[config.mk]
export PLATFORM = sky130hd
export DESIGN_NAME = vga_timing_gen
export DESIGN_NICKNAME = d
export VERILOG_FILES = /design/src/rtl/vga_timing_gen.sv
export SDC_FILE = /design/constraint.sdc
export NUM_CORES = 1
export LEC_CHECK = 0
export CORE_ASPECT_RATIO = 2
export CORE_MARGIN = 2
export CORE_UTILIZATION = 38
export CTS_CLUSTER_SIZE = 12
export DETAILED_ROUTE_END_ITERATION = 10
export PLACE_DENSITY = 0.7
export SLEW_MARGIN = 25
export SYNTH_ARGS = -nofsm -noshare
export SYNTH_HDL_FRONTEND = slang
export SYNTH_SLANG_ARGS = --single-unit
[constraint.sdc]
create_clock -name clk -period 2 [get_ports clk]
set_input_delay 0.4 -clock clk [delete_from_list [all_inputs] [get_ports clk]]
set_output_delay 0.4 -clock clk [all_outputs]
set_load 0.03 [all_outputs]
[src/rtl/vga_timing_gen.sv]
// vga_timing_gen: 800x600@60 raster generator (40 MHz pixel clock).
// Produces hcount/vcount, positive-polarity hsync/vsync, hblnk/vblnk and a
// frame_start pulse. Every output is registered. The strobes are decoded from
// the next counter values, so they line up with hcount/vcount in the same cycle.
// Optional feature macro: VGA_TIMING_FRAME_CNT_EN adds the 16-bit frame_cnt port.

package vga_pkg;
    localparam logic [10:0] HOR_TOTAL_TIME  = 11'd1055;
    localparam logic [10:0] VER_TOTAL_TIME  = 11'd627;
    localparam logic [10:0] HOR_BLANK_START = 11'd799;
    localparam logic [10:0] VER_BLANK_START = 11'd599;
    localparam logic [10:0] HOR_SYNC_START  = 11'd840;
    localparam logic [10:0] HOR_SYNC_END    = 11'd968;
    localparam logic [10:0] VER_SYNC_START  = 11'd601;
    localparam logic [10:0] VER_SYNC_END    = 11'd605;
endpackage

module vga_timing_gen #(
    parameter logic [10:0] H_LAST     = vga_pkg::HOR_TOTAL_TIME,
    parameter logic [10:0] V_LAST     = vga_pkg::VER_TOTAL_TIME,
    parameter logic [10:0] H_BLNK_ST  = vga_pkg::HOR_BLANK_START,
    parameter logic [10:0] V_BLNK_ST  = vga_pkg::VER_BLANK_START,
    parameter logic [10:0] H_SYNC_ST  = vga_pkg::HOR_SYNC_START,
    parameter logic [10:0] H_SYNC_END = vga_pkg::HOR_SYNC_END,
    parameter logic [10:0] V_SYNC_ST  = vga_pkg::VER_SYNC_START,
    parameter logic [10:0] V_SYNC_END = vga_pkg::VER_SYNC_END
) (
    input  logic        clk,
    input  logic        rst_n,
    input  logic        en,
    output logic [10:0] hcount,
    output logic [10:0] vcount,
    output logic        hsync,
    output logic        vsync,
    output logic        hblnk,
    output logic        vblnk,
    output logic        frame_start
`ifdef VGA_TIMING_FRAME_CNT_EN
    ,
    output logic [15:0] frame_cnt
`endif
);

    // Timing windows must be ordered blank < sync start < sync end <= last.
    if (!((H_BLNK_ST < H_SYNC_ST) && (H_SYNC_ST < H_SYNC_END) && (H_SYNC_END <= H_LAST)))
    begin : g_bad_h_params
        $error("vga_timing_gen: illegal horizontal timing parameters");
    end
    if (!((V_BLNK_ST < V_SYNC_ST) && (V_SYNC_ST < V_SYNC_END) && (V_SYNC_END <= V_LAST)))
    begin : g_bad_v_params
        $error("vga_timing_gen: illegal vertical timing parameters");
    end

    logic [10:0] h_nxt;
    logic [10:0] v_nxt;
    logic        wrap_nxt;
    logic        hsync_nxt;
    logic        vsync_nxt;
    logic        hblnk_nxt;
    logic        vblnk_nxt;

    // Next raster position; holds when en is low, wraps line and frame.
    always_comb begin
        h_nxt    = hcount;
        v_nxt    = vcount;
        wrap_nxt = 1'b0;
        if (en) begin
            if (hcount == H_LAST) begin
                h_nxt = '0;
                if (vcount == V_LAST) begin
                    v_nxt    = '0;
                    wrap_nxt = 1'b1;
                end else begin
                    v_nxt = vcount + 11'd1;
                end
            end else begin
                h_nxt = hcount + 11'd1;
            end
        end
    end

    // Strobes decoded from the next position so they register alongside it.
    always_comb begin
        hsync_nxt = (h_nxt >= H_SYNC_ST) && (h_nxt < H_SYNC_END);
        vsync_nxt = (v_nxt >= V_SYNC_ST) && (v_nxt < V_SYNC_END);
        hblnk_nxt = (h_nxt > H_BLNK_ST);
        vblnk_nxt = (v_nxt > V_BLNK_ST);
    end

    // Output registers; frame_start only pulses on an enabled wrap.
    always_ff @(posedge clk or negedge rst_n) begin
        if (!rst_n) begin
            hcount      <= '0;
            vcount      <= '0;
            hsync       <= 1'b0;
            vsync       <= 1'b0;
            hblnk       <= 1'b0;
            vblnk       <= 1'b0;
            frame_start <= 1'b0;
        end else begin
            hcount      <= h_nxt;
            vcount      <= v_nxt;
            hsync       <= hsync_nxt;
            vsync       <= vsync_nxt;
            hblnk       <= hblnk_nxt;
            vblnk       <= vblnk_nxt;
            frame_start <= wrap_nxt;
        end
    end

`ifdef VGA_TIMING_FRAME_CNT_EN
    // Frame counter advances on the same edge that raises frame_start.
    always_ff @(posedge clk or negedge rst_n) begin
        if (!rst_n) begin
            frame_cnt <= '0;
        end else if (wrap_nxt) begin
            frame_cnt <= frame_cnt + 16'd1;
        end
    end
`endif

endmodule

After elaboration in Yosys (flattened, before gate mapping)
Cells that the tools add are included.
Widths: inputs -> output; s select.
{ "classes": {"add_sub_neg": 2, "order_cmp": 6, "n_eq_ne": 2, "n_mux": 8, "reduce_logical": 2} }
{ "ops": {"columns": ["op", "n"], "rows": [
  ["$mux 11", 5],
  ["$add 11x1->11 const B", 2],
  ["$ge 11x10->1 const B", 2],
  ["$gt 11x10->1 const B", 2],
  ["$lt 11x10->1 const B", 2],
  ["$eq 11x10->1 const B", 1],
  ["$eq 11x11->1 const B", 1],
  ["$mux 1", 3],
  ["$logic_and 1x1->1", 2]
]} }
{ "totals": {"regBits": 27, "in_bits": 3, "word_cells": 27} }

Depth between registers and ports, before layout
{ "logic_depth": {"depth_word": 6, "ltp_mapped": 9, "mapped_depth_nobuf": 7} }

Worst setup path after synthesis
No wires, ideal clock.
{ "synth_path": {"kind": "register -> register", "from": "reg vcount[0]", "to": "reg vsync", "setup_time_ps": 96, "arrival_time_ps": 2028, "setup_slack_ps": -123, "stages_incl_launch_ff": 9, "path_buffers": 1, "cell_sequence": "dfrtp_1 > ha_1 > and3_2 > buf_2 > and3_1 > o21ai_0 > a32o_1 > nand3_2 > nor4_2"} }
{ "synth_between": {"elab_chain_len": 6, "word_cells_on_any_way": 8} }
{ "synth_rtl": {"columns": ["element", "line_no", "source"], "rows": [
  ["from (decl)", "32", "output logic [10:0] vcount,"],
  ["from (signal assigned)", "102", "vcount <= v_nxt;"],
  ["$add 11x1->11 / $eq 11x10->1 (equally long branches)", "74, 70", null],
  ["$mux 11", "70", "if (vcount == V_LAST) begin"],
  ["$mux 11", "68", "if (hcount == H_LAST) begin"],
  ["$mux 11 (*)", "67", "if (en) begin"],
  ["$ge 11x10->1 / $lt 11x10->1 (equally long branches)", "85", "vsync_nxt = (v_nxt >= V_SYNC_ST) && (v_nxt < V_SYNC_END);"],
  ["$logic_and 1x1->1 (*)", "85", null],
  ["via vsync_nxt", "58", "logic vsync_nxt;"],
  ["to (signal assigned)", "104", "vsync <= vsync_nxt;"],
  ["to (decl)", "34", "output logic vsync,"]
]} }
The timed path passes the listed nets; every way through them passes the cells marked *.

Worst setup path in the final report
{ "layout_path": {"from": "reg hcount[5]", "to": "reg vblnk"} }
{ "layout_between": {"elab_chain_len": 4} }
{ "layout_rtl": {"columns": ["element", "line_no", "source"], "rows": [
  ["from (decl)", "31", "output logic [10:0] hcount,"],
  ["from (signal assigned)", "101", "hcount <= h_nxt;"],
  ["$eq 11x11->1", "68", null],
  ["$mux 11", "68", null],
  ["$mux 11", "67", null],
  ["$gt 11x10->1", "87", "vblnk_nxt = (v_nxt > V_BLNK_ST);"],
  ["via vblnk_nxt", "60", "logic vblnk_nxt;"],
  ["to (signal assigned)", "106", "vblnk <= vblnk_nxt;"],
  ["to (decl)", "36", "output logic vblnk,"]
]} }
The timed path passes the listed nets, and every way through them passes these cells.

==> results.toml <==
[run_status]
run_status = "finished, violations left"
failing_checks = "negative setup slack"

[grt]
antenna_found_initial = 0
globalRouteOverflowTotal = 0
grt_pass1_wl_mm = 6.27
largest_net_degree_at_the_start_of_global_routing = 28
groute.usage.overall = 0.175
via_count_of_the_first_global_routing_pass = 1422

[place]
dpl_cell_area_um2 = 2050
preCtsSetupSlack_ns = -0.239
numPortBuffers = 29
detailed_place_hpwl_mm = 2.99
gp_congestion = 0.819

[floorplanning]
io_pins = 30
floorplan.core_area_um2 = 3880
start_util = 0.398
die_h_um = 94.1
floorplan.rows = 32
floorplan.die_area_um2 = 4620
floorplan.die.width_um = 49.1

[finish]
num-nets-final = 215
num-fill-cells = 352
drive_above_1_share = 0.287
stdcell_area_um2 = 2220
area_growth_synth_to_finish_pct = 43.9
antenna_cells_inserted = 0

[clock_network]
cts_tree = "yes"
path_clk_slew_ns = 0.10
cts.htree.levels = 1
clk_path_buf_depth = 2
cts.sinks = 27
clk-insertion-delay-late_ns = 0.28
cts_hold_buffers = 0
tritoncts.num_buffers = 3
cell_at_the_root_of_the_clock_tree = "clkbuf_8"

[route]
route.antenna.remaining_nets = 0
initial_drc_count = 28
drt_pre_antenna_iters = 4
num_vias = 1380
vias_per_cell = 5.31
avgRoutedWirePerCell_um = 15.1
wl_mm = 3.94
drc_errors = 0

[setup_path]
worstSetupStartpointType = "register"
worst-endpoint-required_ns = 2.17
crit_type = "reg2reg"
timing.critical_path.fanout_max = 6
reg2regPathDepth = 7
slowest_stage = "dfrtp_2"
path_cells = "nor4b_4, and4b_2, buf_12, nand3_1, mux2i_2, a211oi_1, a21oi_1"
cp.arrival_ns = 2.23
worstSetupEndpointType = "register"
critical-path-max-stage-delay_ns = 0.44

[sta]
final_min_period_over_clock_period = 1.03
skew_ns = 0.0143
post-route-worst-setup-slack_ns = -0.0611
final_max_slew_viol_count = 0
timing.final.crit_period_ns = 2.06
setup_viol_count_final = 2
rsz0062_at_grt = "true"
hold_viol_final = 0
maxSlewHeadroom = 0.744
fin_tns_setup_ns = -0.0784
clock.fmax_mhz = 485
fin_worst_hold_slack_ns = 0.474
worst_pin_slew_ns = 0.383

[run]
cap_violations = 0

[pwr]
power_leakage_nw = 0.994
power-per-cell-area_nw_per_um2 = 761
power_mw = 1.69
vdd_drop_max_uv = 792

[logic_synthesis]
synth-warning-count = 0
yosysSeqAreaShare = 0.438
synthTopCellsByArea = "dfrtp_1 44%, xnor2_1 6.8%, nor2_1 3.9%"
netlist.top_cell.by_area = "dfrtp_1"
syn-mean-instance-area_um2 = 10.1
synth.cell_area_um2 = 1540
netlist_instances = 153
synth_edf_count = 0
async_flop_share = 1.00
synth.lib_cells_used.distinct = 45
synth_top_cell_area_share = 0.438
ff_latch_count_synth = 27
synth_flop_type = "dfrtp_1"
mappedNetlistNets = 158

[hold_path]
worst_hold_path_type = "in2async"
worst max-delay path, delay by kind of cell, from the launching register on:
family | cells | cell delay (ns)
mux | 1 | 0.21
compound gates | 2 | 0.31
flops | 1 | 0.44
buf+inv | 1 | 0.13
simple gates | 3 | 0.84
path summary, 6_finish.rpt:
path / startpoint / end / slack [ns]
worst min register to register: hcount[2]$_DFF_PN0_ / hcount[2]$_DFF_PN0_ / 0.55
worst min-delay path: rst_n / hcount[7]$_DFF_PN0_ / 0.47
min in group clk: hcount[2]$_DFF_PN0_ / hcount[2]$_DFF_PN0_ / 0.55
worst max-delay path: hcount[5]$_DFF_PN0_ / vblnk$_DFF_PN0_ / -0.06
worst max register to register: hcount[5]$_DFF_PN0_ / vblnk$_DFF_PN0_ / -0.06
max in group asynchronous: rst_n / hcount[0]$_DFF_PN0_ / 1.23
layout make-up:
type / instances / area (um^2) / area share
multi-input cells: 114 / 855 / 0.385
clock buffers: 3 / 41.3 / 0.0186
inverters: 4 / 15.0 / 0.00676
repair buffers: 60 / 558 / 0.251
flip-flops and latches: 27 / 682 / 0.307
well taps: 51 / 63.8 / 0.0287
clock inverters: 1 / 7.51 / 0.00338
cells in the final DEF, fill, tap and decap left out, types with 4 or more instances in the layout:
cell             instances
a21oi_1                  6
buf_4                   26
buf_6                    4
clkdlybuf4s50_1         26
dfrtp_1                 22
dfrtp_2                  5
inv_1                    4
nand2_1                 12
nand3_1                  6
nand4_1                  8
nor2_1                  15
o21ai_0                  4
xnor2_1                 12
xor2_1                   4
cells in the mapped netlist, types with 3 or more instances:
master,n
a21oi_1,6
a31oi_1,4
and3_1,3
buf_2,3
buf_6,3
dfrtp_1,27
inv_1,4
mux2i_1,3
nand2_1,13
nand3_1,7
nand4_1,8
nor2_1,16
o21ai_0,4
xnor2_1,12
xor2_1,5
cells by family after synthesis:
kind of cell / synth area share
xor gates and xnor gates: 0.107
and+or+nand+nor: 0.233
muxes: 0.0267
AOI/OAI and AO/OA: 0.121
DFF: 0.438
buffers and inverters: 0.0592
adders and majority gates: 0.0162
state kept, by name, summed over array words and instances (netlist names):
name and cells:
vcount 11, vsync 1, frame_start 1, hcount 11
hblnk 1, hsync 1, vblnk 1
metrics by stage:
stage,utilization,cells
finish,0.572,260
global route,0.572,260
CTS,0.545,258
detailed placement,0.529,254
global placement,0.529,254
floorplan,-,153
per-layer routing:
metal / part of all wire / GRT usage
met1: 0.36 / 0.166
met2: 0.57 / 0.347
met3: 0.031 / 0.0207
met4: 0.037 / 0.0976
met5: 0 / 0
timing repair:
action	4_1_cts	5_1_grt
pin swaps	2	10
setup endpoints to repair	2	4
resized for setup	3	16
buffers inserted	0	2
cloned	0	0
where the power goes:
| part | switching (mW) | internal [mW] | total, mW |
|---|---|---|---|
| combinational | 0.356 | 0.309 | 0.665 |
| sequential | 0.0875 | 0.621 | 0.709 |
| clock | 0.175 | 0.141 | 0.316 |
Power figures use the tool's default switching activity.
